File: src/rtl/pulse_sync_pkg.sv
// Shared types and helpers for the multi-channel pulse synchronizer.
// Counter sizing and parameter legality live here.
package pulse_sync_pkg;

  typedef enum logic [1:0] {
    MODE_TOGGLE = 2'd0,
    MODE_RISE   = 2'd1,
    MODE_FALL   = 2'd2
  } mode_e;

  function automatic int cnt_w(input int max_val);
    return (max_val < 2) ? 1 : $clog2(max_val + 1);
  endfunction

  function automatic bit params_ok(
    input int sync_stages,
    input int depth,
    input int mode,
    input int min_gap
  );
    return (sync_stages >= 2) && (depth >= 1) &&
           (mode >= 0) && (mode <= 2) &&
           (min_gap >= 0);
  endfunction

endpackage

File: src/rtl/pulse_sync_if.sv
// Per-channel event bundle between a foreign-domain source
// and the pulse synchronizer.
interface pulse_sync_if #(
  parameter int NUM_CH = 4
) ();

  logic [NUM_CH-1:0] async_in;
  logic [NUM_CH-1:0] ovf_clr;
  logic [NUM_CH-1:0] pulse_out;
  logic [NUM_CH-1:0] ovf;
  logic [NUM_CH-1:0] busy;

  modport master (
    output async_in,
    output ovf_clr,
    input  pulse_out,
    input  ovf,
    input  busy
  );

  modport slave (
    input  async_in,
    input  ovf_clr,
    output pulse_out,
    output ovf,
    output busy
  );

endinterface

File: src/rtl/pulse_sync_chan.sv
// One channel: sync chain, edge decode, pending queue,
// gap timer and sticky overflow.
module pulse_sync_chan
  import pulse_sync_pkg::*;
#(
  parameter int    SYNC_STAGES = 2,
  parameter mode_e MODE        = MODE_TOGGLE,
  parameter int    DEPTH       = 4,
  parameter int    MIN_GAP     = 1
) (
  input  logic clk,
  input  logic rst_n,
  input  logic i_armed,
  input  logic i_async,
  input  logic i_ovf_clr,
  output logic o_pulse,
  output logic o_ovf,
  output logic o_busy
);

  localparam int PW = cnt_w(DEPTH);
  localparam int GW = cnt_w(MIN_GAP);

  logic [SYNC_STAGES-1:0] r_sync;
  logic                   r_ref;
  logic [PW-1:0]          r_pend;
  logic [GW-1:0]          r_gap;
  logic                   r_pulse;
  logic                   r_ovf;
  logic                   r_busy;

  logic          w_sync;
  logic          w_edge;
  logic          w_event;
  logic          w_full;
  logic          w_issue;
  logic          w_drop;
  logic [PW-1:0] w_pend_nx;
  logic [GW-1:0] w_gap_nx;

  assign w_sync = r_sync[SYNC_STAGES-1];

  always_comb begin
    w_edge = 1'b0;
    unique case (MODE)
      MODE_TOGGLE: w_edge = w_sync ^ r_ref;
      MODE_RISE:   w_edge = w_sync & ~r_ref;
      MODE_FALL:   w_edge = ~w_sync & r_ref;
      default:     w_edge = 1'b0;
    endcase
  end

  assign w_event = i_armed & w_edge;
  assign w_full  = (r_pend == PW'(DEPTH));
  assign w_issue = ((r_pend != '0) | w_event)
                 & (r_gap == '0);
  assign w_drop  = w_event & ~w_issue & w_full;

  // An event that coincides with an issue bypasses the queue.
  always_comb begin
    w_pend_nx = r_pend;
    if (w_event & ~w_issue & ~w_full)
      w_pend_nx = r_pend + PW'(1);
    else if (w_issue & ~w_event)
      w_pend_nx = r_pend - PW'(1);
  end

  always_comb begin
    w_gap_nx = r_gap;
    if (w_issue)
      w_gap_nx = GW'(MIN_GAP);
    else if (r_gap != '0)
      w_gap_nx = r_gap - GW'(1);
  end

  always_ff @(posedge clk or negedge rst_n) begin
    if (!rst_n) begin
      r_sync  <= '0;
      r_ref   <= 1'b0;
      r_pend  <= '0;
      r_gap   <= '0;
      r_pulse <= 1'b0;
      r_ovf   <= 1'b0;
      r_busy  <= 1'b0;
    end else begin
      r_sync  <= {r_sync[SYNC_STAGES-2:0], i_async};
      r_ref   <= w_sync;
      r_pend  <= w_pend_nx;
      r_gap   <= w_gap_nx;
      r_pulse <= w_issue;
      r_ovf   <= w_drop | (r_ovf & ~i_ovf_clr);
      r_busy  <= (w_pend_nx != '0) | w_issue
               | (w_gap_nx != '0);
    end
  end

  assign o_pulse = r_pulse;
  assign o_ovf   = r_ovf;
  assign o_busy  = r_busy;

endmodule

File: src/rtl/pulse_sync_multi.sv
// Multi-channel pulse synchronizer: shared arm counter
// plus one independent pulse_sync_chan per channel.
module pulse_sync_multi
  import pulse_sync_pkg::*;
#(
  parameter int NUM_CH      = 4,
  parameter int SYNC_STAGES = 2,
  parameter int MODE        = 0,
  parameter int DEPTH       = 4,
  parameter int MIN_GAP     = 1
) (
  input  logic         clk,
  input  logic         rst_n,
  pulse_sync_if.slave  bus
);

  localparam int    ARM_N   = SYNC_STAGES + 1;
  localparam int    AW      = cnt_w(ARM_N);
  localparam mode_e CH_MODE = mode_e'(MODE);

  if (!params_ok(SYNC_STAGES, DEPTH, MODE, MIN_GAP))
  begin : g_bad_params
    $error("pulse_sync_multi: illegal parameters");
  end

  logic [AW-1:0]     r_arm_cnt;
  logic              w_armed;
  logic [NUM_CH-1:0] w_pulse;
  logic [NUM_CH-1:0] w_ovf;
  logic [NUM_CH-1:0] w_busy;

  // Detection stays off until the ref flops hold settled data.
  assign w_armed = (r_arm_cnt == AW'(ARM_N));

  always_ff @(posedge clk or negedge rst_n) begin
    if (!rst_n)
      r_arm_cnt <= '0;
    else if (!w_armed)
      r_arm_cnt <= r_arm_cnt + AW'(1);
  end

  for (genvar g = 0; g < NUM_CH; g++) begin : g_ch
    pulse_sync_chan #(
      .SYNC_STAGES (SYNC_STAGES),
      .MODE        (CH_MODE),
      .DEPTH       (DEPTH),
      .MIN_GAP     (MIN_GAP)
    ) u_chan (
      .clk       (clk),
      .rst_n     (rst_n),
      .i_armed   (w_armed),
      .i_async   (bus.async_in[g]),
      .i_ovf_clr (bus.ovf_clr[g]),
      .o_pulse   (w_pulse[g]),
      .o_ovf     (w_ovf[g]),
      .o_busy    (w_busy[g])
    );
  end

  assign bus.pulse_out = w_pulse;
  assign bus.ovf       = w_ovf;
  assign bus.busy      = w_busy;

endmodule

File: src/flat_wrapper.sv
// flat-port wrapper written by rule: the top's interface ports become plain ports
module pulse_sync_multi_flat import pulse_sync_pkg::*;
#(
  parameter int NUM_CH      = 4,
  parameter int SYNC_STAGES = 2,
  parameter int MODE        = 0,
  parameter int DEPTH       = 4,
  parameter int MIN_GAP     = 1
)
  (clk, rst_n, bus_async_in, bus_ovf_clr, bus_pulse_out, bus_ovf, bus_busy);
  pulse_sync_if #(.NUM_CH(NUM_CH)) bus_i ();
  input  logic clk;
  input  logic rst_n;
  input wire logic [$bits(bus_i.async_in)-1:0] bus_async_in;
  input wire logic [$bits(bus_i.ovf_clr)-1:0] bus_ovf_clr;
  output wire logic [$bits(bus_i.pulse_out)-1:0] bus_pulse_out;
  output wire logic [$bits(bus_i.ovf)-1:0] bus_ovf;
  output wire logic [$bits(bus_i.busy)-1:0] bus_busy;
  assign bus_i.async_in = bus_async_in;
  assign bus_i.ovf_clr = bus_ovf_clr;
  assign bus_pulse_out = bus_i.pulse_out;
  assign bus_ovf = bus_i.ovf;
  assign bus_busy = bus_i.busy;
  pulse_sync_multi #(.NUM_CH(NUM_CH), .SYNC_STAGES(SYNC_STAGES), .MODE(MODE), .DEPTH(DEPTH), .MIN_GAP(MIN_GAP)) u_core (.clk(clk), .rst_n(rst_n), .bus(bus_i));
endmodule
File: config.mk
export PLATFORM = sky130hd
export DESIGN_NAME = pulse_sync_multi_flat
export DESIGN_NICKNAME = d
export VERILOG_FILES = /design/src/rtl/pulse_sync_pkg.sv /design/src/rtl/pulse_sync_if.sv /design/src/rtl/pulse_sync_chan.sv /design/src/rtl/pulse_sync_multi.sv /design/src/flat_wrapper.sv
export SDC_FILE = /design/constraint.sdc
export NUM_CORES = 1
export LEC_CHECK = 0
export BUFFER_PORTS_ARGS = -buffer_cell sky130_fd_sc_hd__buf_2
export CAP_MARGIN = 15
export CORE_AREA = 2 2 58 87
export CTS_CLUSTER_DIAMETER = 120
export DETAILED_ROUTE_END_ITERATION = 6
export DIE_AREA = 0 0 60 89
export PLACE_DENSITY_LB_ADDON = 0.2
export SYNTH_ARGS = -nofsm -noshare
export SYNTH_HDL_FRONTEND = slang
export SYNTH_SLANG_ARGS = --single-unit
export TNS_END_PERCENT = 20
File: constraint.sdc
create_clock -name clk -period 2.6 [get_ports clk]
set_clock_uncertainty 0.1 [all_clocks]
set_input_delay 0.13 -clock clk [delete_from_list [all_inputs] [get_ports clk]]
set_output_delay 0.13 -clock clk [all_outputs]
set_load 0.005 [all_outputs]
==> impl_metrics.csv, run 1 <==
group,metric,value,unit
sta,hold_viol_final,0,
routing,drtIter0Drc,96,
layout,fillers,416,
floorplan,io_pins,22,
clock_network,cts_made_buffers,5,
clock_network,clk-insertion-delay-late,0.29,ns
setup_path,required,2.67,ns
global_route,overflow,0,
global_route,met3_usage,4.05,%
floorplan,core,4540,sq um
clock_network,cts.sinks,38,
setup_path,cp_max_fo,17,
hold_path,min_from,"bus_ovf_clr[1]",
layout,multi_input_area,940,sq um
global_route,track_usage,17.0,%
yosys,yosys.cell_count.top_type,"dfrtp_1",
yosys,muxShareOfSynthArea,2.08,%
routing,wl,3980,microns
setup_path,r2r_cells,6,
floorplan,start_util,46.4,%
hold_path,hold-path-endpoint,"u_core.g_ch[1].u_chan.o_ovf",
power,power_leakage,1.08,nW
place,placed_area,2180,sq um
yosys,seq_area_frac_synth,45.2,%
yosys,netlist_top_cells_area,"dfrtp_1, ha_1, buf_4, xnor2_1, inv_1",
routing,firstDrtPassIters,4,
setup_path,timing.rr.start,"u_core.r_arm_cnt[0]",
clock_network,post_cts_buffers,0,
power,combPwrFrac,43.9,%
routing,post-route-drc-count,0,
sta,report.final.slew_viol_count,0,
layout,seqCellArea,951,sq um
layout,drive_gt1_share,17.1,%
clock_network,cts_max_level,2,
yosys,synth.avg_cell_area,10.5,sq um
yosys,syn_nets,224,
sta,worst_slew_pin_slew,0.823,ns
yosys,synth_fa_ha_area_share,7.72,%
routing,wl_per_cell,13.9,microns
floorplan,die_x,60,microns
hold_path,hold_depth,3,
yosys,yosysUniqueCellTypes,51,
global_route,grtUsageMet2,30.5,%
layout,stdcell_area,2390,sq um
global_route,use_met1,18.1,%
setup_path,crit_path_start_kind,"flop",
sta,fmax,0.418,GHz
yosys,synth-seq-cells,38,
clock_network,cts_tree,"built",
setup_path,cp_slowest_cell,"or4_1",
yosys,synth_top_family_by_area,"compound AO/OA/AOI/OAI gates",
place,gp_congestion,0.828,
yosys,synthCells,201,
routing,route.antenna.remaining_nets,0,
global_route,grt_max_degree,39,
yosys,yosysTopAreaCell,"dfrtp_1",
yosys,netlist_top_cells_count,"dfrtp_1, inv_1, buf_4, ha_1, nand2_1",
sta,min_period,2.39,ns
sta,setup_tns,0,ns
clock_network,holdBufCountCts,7,
yosys,netlist.area_leader.share,45.2,%
setup_path,worstPathCellList,"ha_1 > buf_4 > a21oi_1 > o21ai_0 > a2111o_1 > or4_1",
global_route,first_global_vias,1550,
setup_path,r2r-end,"u_core.g_ch[3].u_chan.o_busy",
yosys,synthArstFlopShare,100,%
sta,final.period_utilization,92.1,%
setup_path,endpoint_kind,"flop",
clock_network,cts_max_path_buffers,2,
power,peakVddDrop,0.530,mV
yosys,synth_warnings,0,
routing,num_vias,1549,
layout,nNetsFinal,244,
setup_path,path_class,"flop to flop",
setup_path,rrSetupSlack,0.21,ns
sta,setup_violations,0,
power,power,2.85,mW
setup_path,slowest_delay,0.47,ns
yosys,synth_ff_type,"dfrtp_1",
global_route,busiest_layer,"met2",
place,place.port_buffers,21,
yosys,synthXorXnorAreaFrac,6.60,%
place,hpwl,2950,microns
floorplan,rows,30,
power,switching_share,38.6,%
power,p_sw,1.10,mW
clock_network,path_clk_slew,0.08,ns
routing,vias_per_cell,5.42,
sta,relSlewSlack,45.2,%
yosys,synth_compound_area_share,16.0,%
power,power.share.clock,21.2,%
yosys,syn_area,2110,sq um
floorplan,dieArea,5340,sq um
floorplan,die_y,89,microns
yosys,synth-edff-count,0,
power,powerDensity,1190,nW/um^2
hold_path,hp-class,"input pin to flop",
sta,grt_setup_unrepaired,"no",
yosys,synth-simple-area-share,12.2,%
power,internal_power,1.75,mW
global_route,antenna_found_initial,0,
global_route,grt_pass1_wl,6810,microns
setup_path,crit_path_start,"u_core.r_arm_cnt[0]",
power,seq_power_share,34.9,%
run_status,status,"complete, no violations",
clock_network,root_buffer,"clkbuf_8",
layout,area_growth_syn_to_layout,13.4,%
setup_path,crit_arrival,2.46,ns
layout,num_antenna_cells,0,
clock_network,cts-resized-gates,0,
job,maxCapViolCount,0,
## power groups by stage
stage / Sequential (mW) / Clock [mW] / Combinational [mW]
5_1_grt: 1.03 / 0.641 / 1.41
2_1_floorplan: 0.916 / 0 / 1.08
3_5_place_dp: 1.00 / 0 / 1.23
6_report: 0.995 / 0.606 / 1.25
3_3_place_gp: 0.996 / 0 / 1.19
4_1_cts: 0.993 / 0.615 / 1.25
## through the flow
stage / hold slack (ns) / instances / setup WS, ns / utilization (%)
2_1_floorplan: -0.266 / 201 / 0.473 / -
3_3_place_gp: 0.139 / 271 / 0.300 / 48.0
3_5_place_dp: 0.140 / 271 / 0.220 / 48.0
4_1_cts: 0.0284 / 286 / 0.204 / 52.6
5_1_grt: 0.0487 / 286 / 0.131 / 52.6
6_report: 0.0252 / 286 / 0.207 / 52.6
## placed cells by master (no fill, tap or decap), drive strengths merged, types with 5 or more instances in the layout
| master | count |
|---|---|
| xor2 | 5 |
| nand3 | 8 |
| a31oi | 5 |
| nor2 | 5 |
| xnor2 | 10 |
| nand2 | 11 |
| buf | 24 |
| ha | 13 |
| clkbuf | 5 |
| dfrtp | 38 |
| inv | 22 |
| a21oi | 9 |
| dlygate4sd3 | 7 |
## registers in the layout (all words and copies together), names as in the netlist
name / cells
u_core.g_ch.u_chan.r_ref: 4
u_core.g_ch.u_chan.o_ovf: 4
u_core.g_ch.u_chan.o_busy: 4
u_core.r_arm_cnt: 2
u_core.g_ch.u_chan.r_pend: 12
u_core.g_ch.u_chan.r_gap: 4
u_core.g_ch.u_chan.r_sync: 8
## worst max-delay path by stage
stage | endpoint | slack [ns] | depth (start not counted)
3_5_place_dp | u_core.g_ch[3].u_chan.o_busy | 0.22 | 6
3_3_place_gp | u_core.g_ch[2].u_chan.o_busy | 0.30 | 6
6_report | u_core.g_ch[3].u_chan.o_busy | 0.21 | 6
5_1_grt | u_core.g_ch[3].u_chan.o_busy | 0.13 | 6
4_1_cts | u_core.g_ch[3].u_chan.o_busy | 0.20 | 6
2_1_floorplan | u_core.g_ch[3].u_chan.o_busy | 0.47 | 6
## critical path: cells and delay by family, from the launching register on
family | cells | cell delay, ns
AO/OA/AOI/OAI | 3 | 0.88
adder cells (fa/ha/maj) | 1 | 0.23
AND/OR/NAND/NOR | 1 | 0.47
buffers and inverters | 1 | 0.19
flip-flops | 1 | 0.40
## cells by family (layout without fill, tap and decap cells)
logic type               after synthesis  after routing
AO/OA/AOI/OAI                         45             45
XOR/XNOR                              15             15
adder cells (fa/ha/maj)               13             13
buffers and inverters                 40             61
flip-flops                            38             38
multiplexers                           3              3
AND/OR/NAND/NOR                       47             47
## per-layer routing
layer / up-vias / wire length, microns
met4: 0 / 128
met2: 34 / 2090
met5: - / 0
li1: 746 / -
met1: 756 / 1630
met3: 13 / 131
## area by class of cell
class / count / share of cell area (%)
Multi-Input combinational cell: 123 / 39.3
Clock buffer: 5 / 2.88
Sequential cell: 38 / 39.8
Tap cell: 64 / 3.35
Timing Repair Buffer: 31 / 8.28
Inverter: 22 / 3.46
Clock inverter: 3 / 2.88
Note: power is estimated with default switching activity, not from simulation.
==> run 2, diff against run 1 <==
CAP_MARGIN = unset   (was 15)
HOLD_SLACK_MARGIN = 0.1   (was unset)
==> impl_metrics.csv, run 2 (synthesized netlist as in run 1, its figures left out) <==
group,metric,value,unit
run_status,status,"complete, no violations",
layout,nNetsFinal,246,
routing,wl,3990,microns
power,peakVddDrop,0.529,mV
floorplan,die_x,60,microns
clock_network,cts-resized-gates,0,
routing,vias_per_cell,5.41,
routing,drtIter0Drc,94,
routing,num_vias,1558,
sta,setup_violations,0,
sta,relSlewSlack,45.2,%
setup_path,cp_max_fo,17,
routing,firstDrtPassIters,4,
clock_network,root_buffer,"clkbuf_8",
hold_path,hold-path-endpoint,"u_core.g_ch[3].u_chan.r_sync[1]",
setup_path,required,2.67,ns
layout,final_cell_mix,"dfrtp_1, inv_1, buf_2, ha_1, nand2_1",
floorplan,io_pins,22,
clock_network,holdBufCountCts,9,
place,placed_cells,271,
setup_path,endpoint_kind,"flop",
setup_path,timing.rr.start,"u_core.r_arm_cnt[0]",
sta,setup_tns,0,ns
global_route,first_global_vias,1553,
power,combPwrFrac,43.9,%
routing,dr.max_layer_used,"met4",
floorplan,core,4540,sq um
routing,wl_met2,2090,microns
power,internal_power,1.75,mW
routing,route.antenna.remaining_nets,0,
layout,layoutNonFillerInstCount,288,
setup_path,crit_arrival,2.47,ns
floorplan,rows,30,
power,power_leakage,1.09,nW
sta,report.final.slew_viol_count,0,
setup_path,crit_path_start_kind,"flop",
job,maxCapViolCount,0,
floorplan,die_y,89,microns
layout,regMostFlops,"u_core.g_ch.u_chan.r_pend",
sta,fmax,0.416,GHz
sta,whs,0.250,ns
power,power.share.clock,21.2,%
sta,grt_setup_unrepaired,"no",
layout,drive_gt1_share,17.0,%
sta,hold_viol_final,0,
place,place.port_buffers,21,
layout,largest_reg_flops,12,
clock_network,cts.sinks,38,
clock_network,cts_max_level,2,
layout,top_regs,"u_core.g_ch.u_chan.r_pend x12, u_core.g_ch.u_chan.r_sync x8",
global_route,grt_pass1_wl,6820,microns
global_route,antenna_found_initial,0,
clock_network,post_cts_buffers,0,
power,seq_power_share,34.9,%
place,gp_congestion,0.828,
hold_path,min_from,"u_core.g_ch[3].u_chan.r_sync[0]",
layout,num_antenna_cells,0,
global_route,track_usage,17.0,%
clock_network,cts_max_path_buffers,2,
sta,final.period_utilization,92.4,%
power,powerDensity,1180,nW/um^2
floorplan,start_util,46.4,%
layout,fillers,414,
setup_path,r2r_cells,6,
clock_network,cts_made_buffers,5,
setup_path,path_class,"flop to flop",
routing,met3_length,140,microns
clock_network,path_clk_slew,0.08,ns
clock_network,cts_tree,"built",
power,p_sw,1.10,mW
hold_path,hold_depth,0,
layout,final_common_cell,"dfrtp_1",
layout,area_growth_syn_to_layout,14.4,%
routing,wl_per_cell,13.9,microns
place,hpwl,2950,microns
clock_network,clk-insertion-delay-late,0.29,ns
setup_path,r2r-end,"u_core.g_ch[3].u_chan.o_busy",
sta,min_period,2.40,ns
routing,wl_met1,1630,microns
floorplan,dieArea,5340,sq um
routing,post-route-drc-count,0,
sta,worst_slew_pin_slew,0.822,ns
global_route,overflow,0,
hold_path,hp-class,"flop to flop",
power,power,2.85,mW
global_route,grt_max_degree,39,
power,switching_share,38.6,%
setup_path,rrSetupSlack,0.20,ns
[run 2: changes by cell type in the layout (fill, tap and decap cells not counted)]
cell           previous run  this run
dlygate4sd3_1             7         9
[run 2: worst max-delay path by stage]
stage / startpoint / endpoint / slack [ns] / depth (start not counted)
3_5_place_dp: u_core.r_arm_cnt[0] / u_core.g_ch[3].u_chan.o_busy / 0.22 / 6
6_report: u_core.r_arm_cnt[0] / u_core.g_ch[3].u_chan.o_busy / 0.20 / 6
5_1_grt: u_core.r_arm_cnt[0] / u_core.g_ch[3].u_chan.o_busy / 0.13 / 6
3_3_place_gp: u_core.r_arm_cnt[0] / u_core.g_ch[2].u_chan.o_busy / 0.30 / 6
2_1_floorplan: u_core.r_arm_cnt[0] / u_core.g_ch[3].u_chan.o_busy / 0.47 / 6
4_1_cts: u_core.r_arm_cnt[0] / u_core.g_ch[3].u_chan.o_busy / 0.20 / 6
[run 2: power groups by stage]
stage               Combinational (mW)  Sequential [mW]  Clock (mW)
floorplan                         1.08            0.916           0
global placement                  1.19            0.996           0
detailed placement                1.23             1.00           0
CTS                               1.25            0.993       0.615
global route                      1.41             1.03       0.641
finish                            1.25            0.995       0.605
[run 2: cell type report]
cell class                 instances  area [sq um]  share of cell area, %
clock buffer                       5          68.8                   2.86
clock inverter                     3          68.8                   2.86
inverter                          22          82.6                   3.43
multi-input combinational        123           940                   39.0
sequential                        38           951                   39.5
tap                               64          80.1                   3.32
timing repair buffer              33           218                   9.04
[run 2: stage by stage]
stage | worst slack [ns] | util, % | instance area, sq um
final | 0.198 | 53.0 | 2410
after detailed placement | 0.220 | 48.0 | 2180
after global placement | 0.300 | 48.0 | 2180
after global routing | 0.131 | 53.0 | 2410
after floorplan | 0.473 | - | 2110
after CTS | 0.204 | 53.0 | 2410
[run 2: worst max-delay path, stage by stage (launching register included)]
cell and delay, ns:
dfrtp_1 0.40, ha_1 0.23, buf_4 0.19, a21oi_1 0.24, o21ai_0 0.20, a2111o_1 0.45
or4_1 0.47
[run 2: layer usage]
| metal | GRT usage (%) | up-vias |
|---|---|---|
| li1 | - | 749 |
| met1 | 18.2 | 757 |
| met2 | 30.5 | 39 |
| met3 | 4.05 | 13 |
| met4 | 8.48 | 0 |
| met5 | 0 | - |
